[src/rtl/time_display_mux.sv]
// Four-digit multiplexed HH:MM driver for a common-anode 7-segment display.
// Snapshots the time once per scan frame, converts it to BCD and blinks the selected fields.
module time_display_mux #(
    parameter int unsigned REFRESH_DIV  = 100000,
    parameter int unsigned BLINK_FRAMES = 125
) (
    input  logic       clk,
    input  logic       reset,
    input  logic       en,
    input  logic [4:0] hours,
    input  logic [5:0] minutes,
    input  logic [1:0] blink_sel,
    output logic [3:0] an,
    output logic [6:0] seg,
    output logic       dp
);

    localparam int unsigned   PW         = (REFRESH_DIV > 1) ? $clog2(REFRESH_DIV) : 1;
    localparam logic [PW-1:0] PRESC_LAST = PW'(REFRESH_DIV - 1);
    localparam logic [7:0]    FRAME_LAST = 8'(BLINK_FRAMES - 1);

    localparam logic [6:0] SEG_DASH  = 7'b0111111;
    localparam logic [6:0] SEG_BLANK = 7'b1111111;

    typedef enum logic [1:0] {
        SLOT_MIN_ONES = 2'd0,
        SLOT_MIN_TENS = 2'd1,
        SLOT_HR_ONES  = 2'd2,
        SLOT_HR_TENS  = 2'd3
    } slot_e;

    typedef struct packed {
        logic [3:0] tens;
        logic [3:0] ones;
    } bcd_t;

    function automatic bcd_t to_bcd(input logic [5:0] value);
        bcd_t result;
        result.tens = 4'(value / 6'd10);
        result.ones = 4'(value % 6'd10);
        return result;
    endfunction

    // Active-low segments, bit order {g,f,e,d,c,b,a}.
    function automatic logic [6:0] seg_encode(input logic [3:0] digit);
        logic [6:0] pattern;
        case (digit)
            4'd0:    pattern = 7'b1000000;
            4'd1:    pattern = 7'b1111001;
            4'd2:    pattern = 7'b0100100;
            4'd3:    pattern = 7'b0110000;
            4'd4:    pattern = 7'b0011001;
            4'd5:    pattern = 7'b0010010;
            4'd6:    pattern = 7'b0000010;
            4'd7:    pattern = 7'b1111000;
            4'd8:    pattern = 7'b0000000;
            4'd9:    pattern = 7'b0010000;
            default: pattern = SEG_BLANK;
        endcase
        return pattern;
    endfunction

    logic [PW-1:0] presc_q, presc_d;
    slot_e         slot_q, slot_d;
    logic [7:0]    frame_cnt_q, frame_cnt_d;
    logic          phase_q, phase_d;
    logic [4:0]    hours_snap_q, hours_snap_d;
    logic [5:0]    minutes_snap_q, minutes_snap_d;
    logic [3:0]    an_q, an_d;
    logic [6:0]    seg_q, seg_d;
    logic          dp_q, dp_d;
    logic          paused_q, paused_d;

    logic          tick;
    logic          frame_start;

    // Scan sequencing: prescaler, digit slot, snapshot capture and blink phase.
    always_comb begin
        // NOTE: every signal gets a default before any branch so no latch can be inferred.
        presc_d        = presc_q;
        slot_d         = slot_q;
        frame_cnt_d    = frame_cnt_q;
        phase_d        = phase_q;
        hours_snap_d   = hours_snap_q;
        minutes_snap_d = minutes_snap_q;

        tick        = en && (presc_q == PRESC_LAST);
        frame_start = tick && (slot_q == SLOT_HR_TENS);

        if (en) begin
            presc_d = tick ? '0 : presc_q + PW'(1);
        end

        if (tick) begin
            slot_d = slot_e'(slot_q + 2'd1);
        end

        if (frame_start) begin
            hours_snap_d   = hours;
            minutes_snap_d = minutes;
            if (frame_cnt_q == FRAME_LAST) begin
                frame_cnt_d = '0;
                phase_d     = ~phase_q;
            end else begin
                frame_cnt_d = frame_cnt_q + 8'd1;
            end
        end
    end

    bcd_t       hr_bcd, min_bcd;
    logic       hr_valid, min_valid;
    logic [3:0] digit;
    logic       field_valid;
    logic       field_blink;
    logic [3:0] an_next;
    logic [6:0] seg_next;
    logic       dp_next;

    // Content for the slot about to be shown, taken from next-state values so that a
    // frame-start tick already displays the freshly captured snapshot in slot 0.
    always_comb begin
        hr_bcd      = to_bcd({1'b0, hours_snap_d});
        min_bcd     = to_bcd(minutes_snap_d);
        hr_valid    = (hours_snap_d <= 5'd23);
        min_valid   = (minutes_snap_d <= 6'd59);
        digit       = min_bcd.ones;
        field_valid = min_valid;
        field_blink = blink_sel[1];

        case (slot_d)
            SLOT_MIN_ONES: begin
                digit       = min_bcd.ones;
                field_valid = min_valid;
                field_blink = blink_sel[1];
            end
            SLOT_MIN_TENS: begin
                digit       = min_bcd.tens;
                field_valid = min_valid;
                field_blink = blink_sel[1];
            end
            SLOT_HR_ONES: begin
                digit       = hr_bcd.ones;
                field_valid = hr_valid;
                field_blink = blink_sel[0];
            end
            SLOT_HR_TENS: begin
                digit       = hr_bcd.tens;
                field_valid = hr_valid;
                field_blink = blink_sel[0];
            end
            default: ;
        endcase

        seg_next = field_valid ? seg_encode(digit) : SEG_DASH;

        // A blinked field keeps its anode dark; segments are still driven.
        an_next = 4'b1111;
        if (!(phase_d && field_blink)) begin
            an_next[slot_d] = 1'b0;
        end

        dp_next = !((slot_d == SLOT_HR_ONES) && !phase_d);
    end

    // Output registers: blank while disabled, reload on each tick or on resume.
    always_comb begin
        an_d     = an_q;
        seg_d    = seg_q;
        dp_d     = dp_q;
        paused_d = paused_q;

        if (!en) begin
            an_d     = 4'b1111;
            dp_d     = 1'b1;
            paused_d = 1'b1;
        end else if (tick || paused_q) begin
            an_d     = an_next;
            seg_d    = seg_next;
            dp_d     = dp_next;
            paused_d = 1'b0;
        end
    end

    // NOTE: sequential state uses non-blocking assignments so all registers update together.
    always_ff @(posedge clk or negedge reset) begin
        if (!reset) begin
            presc_q        <= '0;
            slot_q         <= SLOT_MIN_ONES;
            frame_cnt_q    <= '0;
            phase_q        <= 1'b0;
            hours_snap_q   <= '0;
            minutes_snap_q <= '0;
            an_q           <= 4'b1111;
            seg_q          <= SEG_BLANK;
            dp_q           <= 1'b1;
            paused_q       <= 1'b0;
        end else begin
            presc_q        <= presc_d;
            slot_q         <= slot_d;
            frame_cnt_q    <= frame_cnt_d;
            phase_q        <= phase_d;
            hours_snap_q   <= hours_snap_d;
            minutes_snap_q <= minutes_snap_d;
            an_q           <= an_d;
            seg_q          <= seg_d;
            dp_q           <= dp_d;
            paused_q       <= paused_d;
        end
    end

    assign an  = an_q;
    assign seg = seg_q;
    assign dp  = dp_q;

endmodule
[config.mk]
export PLATFORM = sky130hd
export DESIGN_NAME = time_display_mux
export DESIGN_NICKNAME = d
export VERILOG_FILES = /design/src/rtl/time_display_mux.sv
export SDC_FILE = /design/constraint.sdc
export NUM_CORES = 1
export LEC_CHECK = 0
export BUFFER_PORTS_ARGS = -buffer_cell sky130_fd_sc_hd__buf_2
export CAP_MARGIN = 30
export CORE_ASPECT_RATIO = 2
export CORE_MARGIN = 8
export CORE_UTILIZATION = 40
export CTS_CLUSTER_SIZE = 40
export DETAILED_ROUTE_END_ITERATION = 8
export SYNTH_ARGS = -nofsm -noshare
export SYNTH_HDL_FRONTEND = slang
export SYNTH_SLANG_ARGS = --single-unit
[constraint.sdc]
create_clock -name clk -period 4.48 [get_ports clk]
set_clock_uncertainty 0.05 [all_clocks]
set_input_delay 0.896 -clock clk [delete_from_list [all_inputs] [get_ports clk]]
set_output_delay 0.896 -clock clk [all_outputs]
set_load 0.02 [all_outputs]
==> results of run 1 <==
==> worst max-delay path, cell delays in order <==
cell and delay [ns]:
buf_8 0.08, nand4_4 0.06, or4_4 0.47, nor2_4 0.15, mux2i_2 0.26, clkinv_2 0.08, nor2_1 0.09, a21oi_1 0.05
ha_1 0.32, o21ai_2 0.21, nor4_2 0.06, o211a_1 0.21, nor2_2 0.15, buf_4 0.14, buf_6 0.08, buf_4 0.09
buf_4 0.09, buf_4 0.09, nand3_1 0.07, a211oi_1 0.25, buf_4 0.16, a211oi_4 0.04, buf_12 0.15, a211o_1 0.27
o221a_4 0.25
==> per-layer routing <==
layer  track usage (%)  up-vias  wire, um
li1                  -     1537         -
met4              14.9        0       760
met2              32.0       59      5790
met5                 0        -         0
met1              16.6     1591      3400
met3              3.18       37       318
==> cell type report <==
cell class / instances / area, um2 / area share [%]
clock buffers: 7 / 133 / 2.87
well taps: 100 / 125 / 2.71
multi-input cells: 273 / 2140 / 46.3
flip-flops and latches: 52 / 1320 / 28.5
repair buffers: 111 / 800 / 17.3
clock inverters: 1 / 8.76 / 0.190
inverters: 25 / 95.1 / 2.06
==> registers in the layout, summed over array words and instances, names as in the netlist <==
| register | flops |
|---|---|
| presc_q | 17 |
| frame_cnt_q | 8 |
| seg | 7 |
| minutes_snap_q | 6 |
| hours_snap_q | 5 |
| an | 4 |
| slot_q | 2 |
| dp | 1 |
| paused_q | 1 |
| phase_q | 1 |
==> power groups by stage <==
stage / logic [mW] / registers [mW] / clock network [mW]
6_report: 0.211 / 0.548 / 0.387
5_1_grt: 0.233 / 0.553 / 0.413
4_1_cts: 0.200 / 0.546 / 0.396
3_5_place_dp: 0.196 / 0.555 / 0
3_3_place_gp: 0.190 / 0.554 / 0
2_1_floorplan: 0.101 / 0.564 / 0
==> kinds of logic after synthesis <==
| logic type | synth area share [%] |
|---|---|
| AOI/OAI and AO/OA | 20.8 |
| xor gates and xnor gates | 4.06 |
| adders and majority gates | 4.35 |
| buffers and inverters | 4.35 |
| DFF | 38.1 |
| muxes | 6.74 |
| and+or+nand+nor | 21.5 |
==> through the flow <==
step	setup slack [ns]	util [%]	power [mW]
2_1_floorplan	-0.550	-	0.665
3_3_place_gp	-0.423	49.6	0.743
3_5_place_dp	-0.544	49.6	0.750
4_1_cts	-0.0649	53.1	1.14
5_1_grt	-0.315	54.1	1.20
6_report	-0.108	54.1	1.15
==> placed cells by master, fill, tap and decap left out, drive strengths merged, types with 10 or more instances in the layout <==
master  synthesis  layout
buf             6     111
dfstp          12      12
ha             12      12
dfrtp          40      40
a21oi          15      15
inv            23      23
nand4          12      12
o21ai          28      28
nand2          41      41
nor2           29      29
xnor2          10      10
==> how the worst min path moves through the flow <==
| stage | startpoint | to | slack [ns] | cells past startpoint |
|---|---|---|---|---|
| after floorplan | minutes_snap_q[0]$_DFF_PN0_ | minutes_snap_q[0]$_DFF_PN0_ | 0.38 | 2 |
| after global placement | minutes_snap_q[0]$_DFF_PN0_ | minutes_snap_q[0]$_DFF_PN0_ | 0.39 | 2 |
| after detailed placement | minutes_snap_q[0]$_DFF_PN0_ | minutes_snap_q[0]$_DFF_PN0_ | 0.40 | 2 |
| after CTS | minutes_snap_q[0]$_DFF_PN0_ | minutes_snap_q[0]$_DFF_PN0_ | 0.42 | 2 |
| after global routing | minutes_snap_q[0]$_DFF_PN0_ | minutes_snap_q[0]$_DFF_PN0_ | 0.45 | 2 |
| final | minutes_snap_q[0]$_DFF_PN0_ | minutes_snap_q[0]$_DFF_PN0_ | 0.42 | 2 |
==> repair_timing <==
| item | in CTS | in global routing |
|---|---|---|
| buffers inserted | 11 | 4 |
| pin swaps | 7 | 11 |
| endpoints found under the setup margin | 7 | 7 |
| resized for setup | 13 | 18 |
| cloned | 1 | 0 |
==> metrics, run 1 <==
outcome complete, but fails checks; failing checks negative setup slack; Worst Setup End Kind flop; setup ws final -0.108 ns; synthesized area per cell 9.61 um2; Combinational Power Share 18.4%; final setup violation count 7; vias in the first global route 3,343; CTS tree built; EDFF count, synth 0; share of cells above drive strength 1 40.9%; clock share of power 33.7%; Clock Pin Slew Worst Setup and Hold Paths 0.07 ns; initial antenna violation count 0; P_int 0.833 mW; Num CTS Buffers 5; Starting Density 40.5%; Reg power frac 47.8%; Area contributors post-synth dfrtp_1 (29%), dfstp_2 (9.1%), ha_1 (4.4%), nand2_1 (4.4%), o21ai_0 (3.8%); drt drc 0; async set or reset register ratio after synthesis 100%; post-route cell area 4620 um2; TritonRoute pass-1 iters 4; RSZ-0062 raised after global routing yes; Die X 81.7 um; crit path launch type input pin; P&R area growth vs syn 33.8%; placed insts 546; register area share after synthesis 38.1%; CTS sink cnt 52; Final Cycle Share 102%; hold-fix buffer count after cts 0; Synth Net Count 387; peak supply drop 0.283 mV; library cells used by synthesis 77; Buffers on Ports 27; LEAKAGE 2.05 nW; Site Rows 48; R2R Setup Slk -0.07 ns; hpwl dp 8.01 mm; Core Area 8530 um2; Mapped Cells 359; max-cap viol count 0; average wire per standard cell 18.0 um; initial DRC count 199; Switch Pwr 0.313 mW; WP data required 4.66 ns; Cell Area, Placed 4230 um2; min cycle time layout 4.59 ns; share of the synthesized area in the top cell type 29.0%; Final Routed Wirelength 10.3 mm; area leader, netlist dfrtp_1; R2R cell count 25; reg2reg start presc_q[1]$_DFFE_PN0P_; Setup TNS -0.585 ns; final non-filler cell total 569; CTS Buffer Depth 2; number of I/O pins 28; die height 147 um; mapped cell area 3450 um2; Yosys warning count 0; Hold Path Class reg2reg; Die Area 12,000 um2; H-tree depth 2; sw frac 27.3%; final hold slack 0.415 ns; worst setup path class in2reg; GR Overflow Total 0; CP Max Fanout 5; first-pass GRT wire length 16.5 mm; vias 3,224; vias per cell 5.67; flops & latches, synth 52; ANT cells 0; final net count 496; pwr/cell area 248 nW/um2; GPL Wtd Cong 0.941; WP data arrival 4.77 ns; Critical Path End seg[3]$_DFFE_PN1P_; pin count of the biggest net entering global routing 33; Slew Limit Fails 0; predominant post-synthesis flop cell dfrtp_1; Global Route Usage Sum 18.0%; CP Launch Point en; final hold vios 0; Rel. slew slack 34.2%; Worst Tran Pin Value 0.975 ns; Max Clock Freq 218 MHz; Detail Route Antenna Nets 0; Filler cells 770; reg2reg end seg[3]$_DFFE_PN1P_; Root Driver clkbuf_16; clk_lat worst skew 0.30 ns; commonest cells in the netlist dfrtp_1 (40), nand2_1 (40), nor2_1 (26), o21ai_0 (26), inv_1 (23)
(Power assumes the default switching activity.)
==> run 2: changes to the inputs <==
--- a/config.mk
+++ b/config.mk
@@ -12,6 +12,7 @@
 export CORE_UTILIZATION = 40
 export CTS_CLUSTER_SIZE = 40
 export DETAILED_ROUTE_END_ITERATION = 8
+export PLACE_DENSITY = 0.66
 export SYNTH_ARGS = -nofsm -noshare
 export SYNTH_HDL_FRONTEND = slang
 export SYNTH_SLANG_ARGS = --single-unit
==> metrics, run 2 (same netlist as run 1, synthesis figures left out) <==
vias in the first global route 3,377 (+1.0%); Global Route Usage Sum 17.5% (-0.49 points); number of I/O pins 28 (unchanged); crit path launch type input pin; first-pass GRT wire length 16.1 mm (-2.8%); peak supply drop 0.218 mV (-23%); R2R Setup Slk 0.02 ns (+0.09 ns); outcome complete, but fails checks; Reg power frac 45.9% (-1.9 points); Die X 81.7 um (unchanged); Buffers on Ports 27 (unchanged); clock share of power 37.4% (+3.7 points); RSZ-0062 raised after global routing yes; Setup TNS -0.0162 ns (+0.569 ns); Seq. cell area 1320 um2 (unchanged); Final Cycle Share 100% (-2.0 points); share of cells above drive strength 1 41.1% (+0.14 points); TritonRoute pass-1 iters 4 (unchanged); Root Driver clkbuf_16; final net count 492 (-0.81%); hold-fix buffer count after cts 0 (unchanged); post-route cell area 4610 um2 (about the same); Most Frequent Cell on Critical Path nor2_4; setup ws final -0.0162 ns (+0.0915 ns); sw frac 26.1% (-1.2 points); area of the multi-input gates 2150 um2 (+0.58%); hpwl dp 7.90 mm (-1.4%); Worst Tran Pin Value 0.828 ns (-0.147 ns); CTS tree built; Num CTS Buffers 5 (unchanged); vias 3,205 (-0.59%); clk_lat worst skew 0.30 ns (about the same); CTS sink cnt 52 (unchanged); initial antenna violation count 0 (unchanged); slowest stage delay, CP 0.47 ns (about the same); commonest non-fill, non-tap cell in the layout buf_4; H-tree depth 2 (unchanged); pwr/cell area 259 nW/um2 (+4.4%); final design utilization 54.1% (about the same); Site Rows 48 (unchanged); worst setup path class in2reg; max FFs per register 17 (unchanged); Rel. slew slack 44.1% (+9.9 points); GPL Wtd Cong 0.946 (+0.48%); pre-CTS setup slack -0.500 ns (+0.0438 ns); Power, Total 1.20 mW (+4.3%); Filler cells 765 (-0.65%); Worst Setup End Kind flop; average wire per standard cell 17.9 um (-0.88%); LEAKAGE 2.05 nW (-0.12%); Max Clock Freq 222 MHz (+2.0%); ANT cells 0 (unchanged); P&R area growth vs syn 33.7% (about the same); Clock Pin Slew Worst Setup and Hold Paths 0.07 ns (about the same); commonest cells after routing, fill and taps aside buf_4 (78), nand2_1 (40), dfrtp_1 (40); Starting Density 40.5% (unchanged); GR Overflow Total 0 (unchanged); pin count of the biggest net entering global routing 41 (+24%); Buf/Inv on CP 4 (-5); initial DRC count 125 (-37%); cell family with most CP delay compound AO/OA/AOI/OAI gates; CTS Buffer Depth 2 (unchanged); Final Routed Wirelength 10.1 mm (-1.6%); max-cap viol count 0 (unchanged); Detail Route Antenna Nets 0 (unchanged); Combinational Power Share 16.7% (-1.7 points); Core Area 8530 um2 (unchanged); final hold slack 0.414 ns (-0.000754 ns); WP data arrival 4.65 ns (-0.12 ns); CP Max Fanout 5 (unchanged); Cell Chain, Critical Path buf_8 -> nand4_4 -> or4_4 -> nor2_4 -> mux2i_2 -> clkinv_2 -> nor2_4 -> a21oi_2 -> ha_4 -> o21ai_2 -> a31oi_1 -> o211a_1 -> nor2_2 -> o21ai_0 -> a22oi_2 -> ha_2 -> inv_2 -> a211oi_2 -> a41oi_2 -> a211oi_4 -> buf_4 -> mux2i_1 -> a221oi_1; slowest CP cell or4_4; final hold vios 0 (unchanged); vias per cell 5.67 (+0.11%); P_int 0.883 mW (+6.0%); Slew Limit Fails 0 (unchanged); WP data required 4.63 ns (-0.03 ns); Largest Register presc_q; failing checks negative setup slack; placed insts 552 (+1.1%); Switch Pwr 0.313 mW (-0.16%); drt drc 0 (unchanged); Hold Path Class reg2reg; Cell Area, Placed 4260 um2 (+0.77%); Die Area 12,000 um2 (unchanged); die height 147 um (unchanged); min cycle time layout 4.50 ns (-0.0915 ns); final non-filler cell total 565 (-0.70%); final setup violation count 1 (-6)
-- run 2: power groups by stage --
stage,clock (mW),sequential (mW),combinational [mW]
2_1_floorplan,0,0.564,0.101
3_3_place_gp,0,0.553,0.189
3_5_place_dp,0,0.555,0.196
4_1_cts,0.459,0.548,0.202
5_1_grt,0.479,0.553,0.221
6_report,0.447,0.549,0.200
-- run 2: final cells by class --
| cell class | instances | area share (%) |
|---|---|---|
| clock inverter | 3 | 1.00 |
| clock buffer | 5 | 2.71 |
| timing repair buffer | 107 | 16.3 |
| tap | 100 | 2.71 |
| multi-input combinational | 273 | 46.7 |
| inverter | 25 | 2.06 |
| sequential | 52 | 28.5 |
-- run 2: path summary, 6_finish.rpt --
check,to,depth (start not counted),start
setup / recovery,seg[4]$_DFFE_PN1P_,23,en
min in group asynchronous,frame_cnt_q[5]$_DFFE_PN0N_,1,reset
hold / removal,minutes_snap_q[0]$_DFF_PN0_,2,minutes_snap_q[0]$_DFF_PN0_
setup reg to reg,seg[4]$_DFFE_PN1P_,23,presc_q[0]$_DFFE_PN0P_
max in group asynchronous,seg[2]$_DFFE_PN1P_,2,reset
hold reg to reg,minutes_snap_q[0]$_DFF_PN0_,2,minutes_snap_q[0]$_DFF_PN0_
-- run 2: worst register-to-register path, cell delays in order, from the launching register on --
cell      delay [ns]
dfrtp_1         0.36
ha_1            0.24
nand4_4         0.11
or4_4           0.47
nor2_4          0.13
mux2i_2         0.27
clkinv_2        0.12
nor2_4          0.11
a21oi_2         0.05
ha_4            0.23
o21ai_2         0.16
a31oi_1         0.06
o211a_1         0.23
nor2_2          0.11
o21ai_0         0.11
a22oi_2         0.14
ha_2            0.21
inv_2           0.05
a211oi_2        0.22
a41oi_2         0.08
a211oi_4        0.35
buf_4           0.17
mux2i_1         0.06
a221oi_1        0.25
-- run 2: layer usage --
metal  GRT usage (%)  part of all wire, %  vias to the layer above
li1                -                    -                     1528
met1            15.2                   33                     1574
met2            33.4                   58                       64
met3            3.06                  3.0                       39
met4            11.6                  6.4                        0
met5               0                    0                        -
-- run 2: repair_timing --
action                     4_1_cts  5_1_grt
cloned                           0        0
pin swaps                        7        6
buffers inserted                 3        2
gates resized for setup         16       13
setup endpoints to repair        7        7
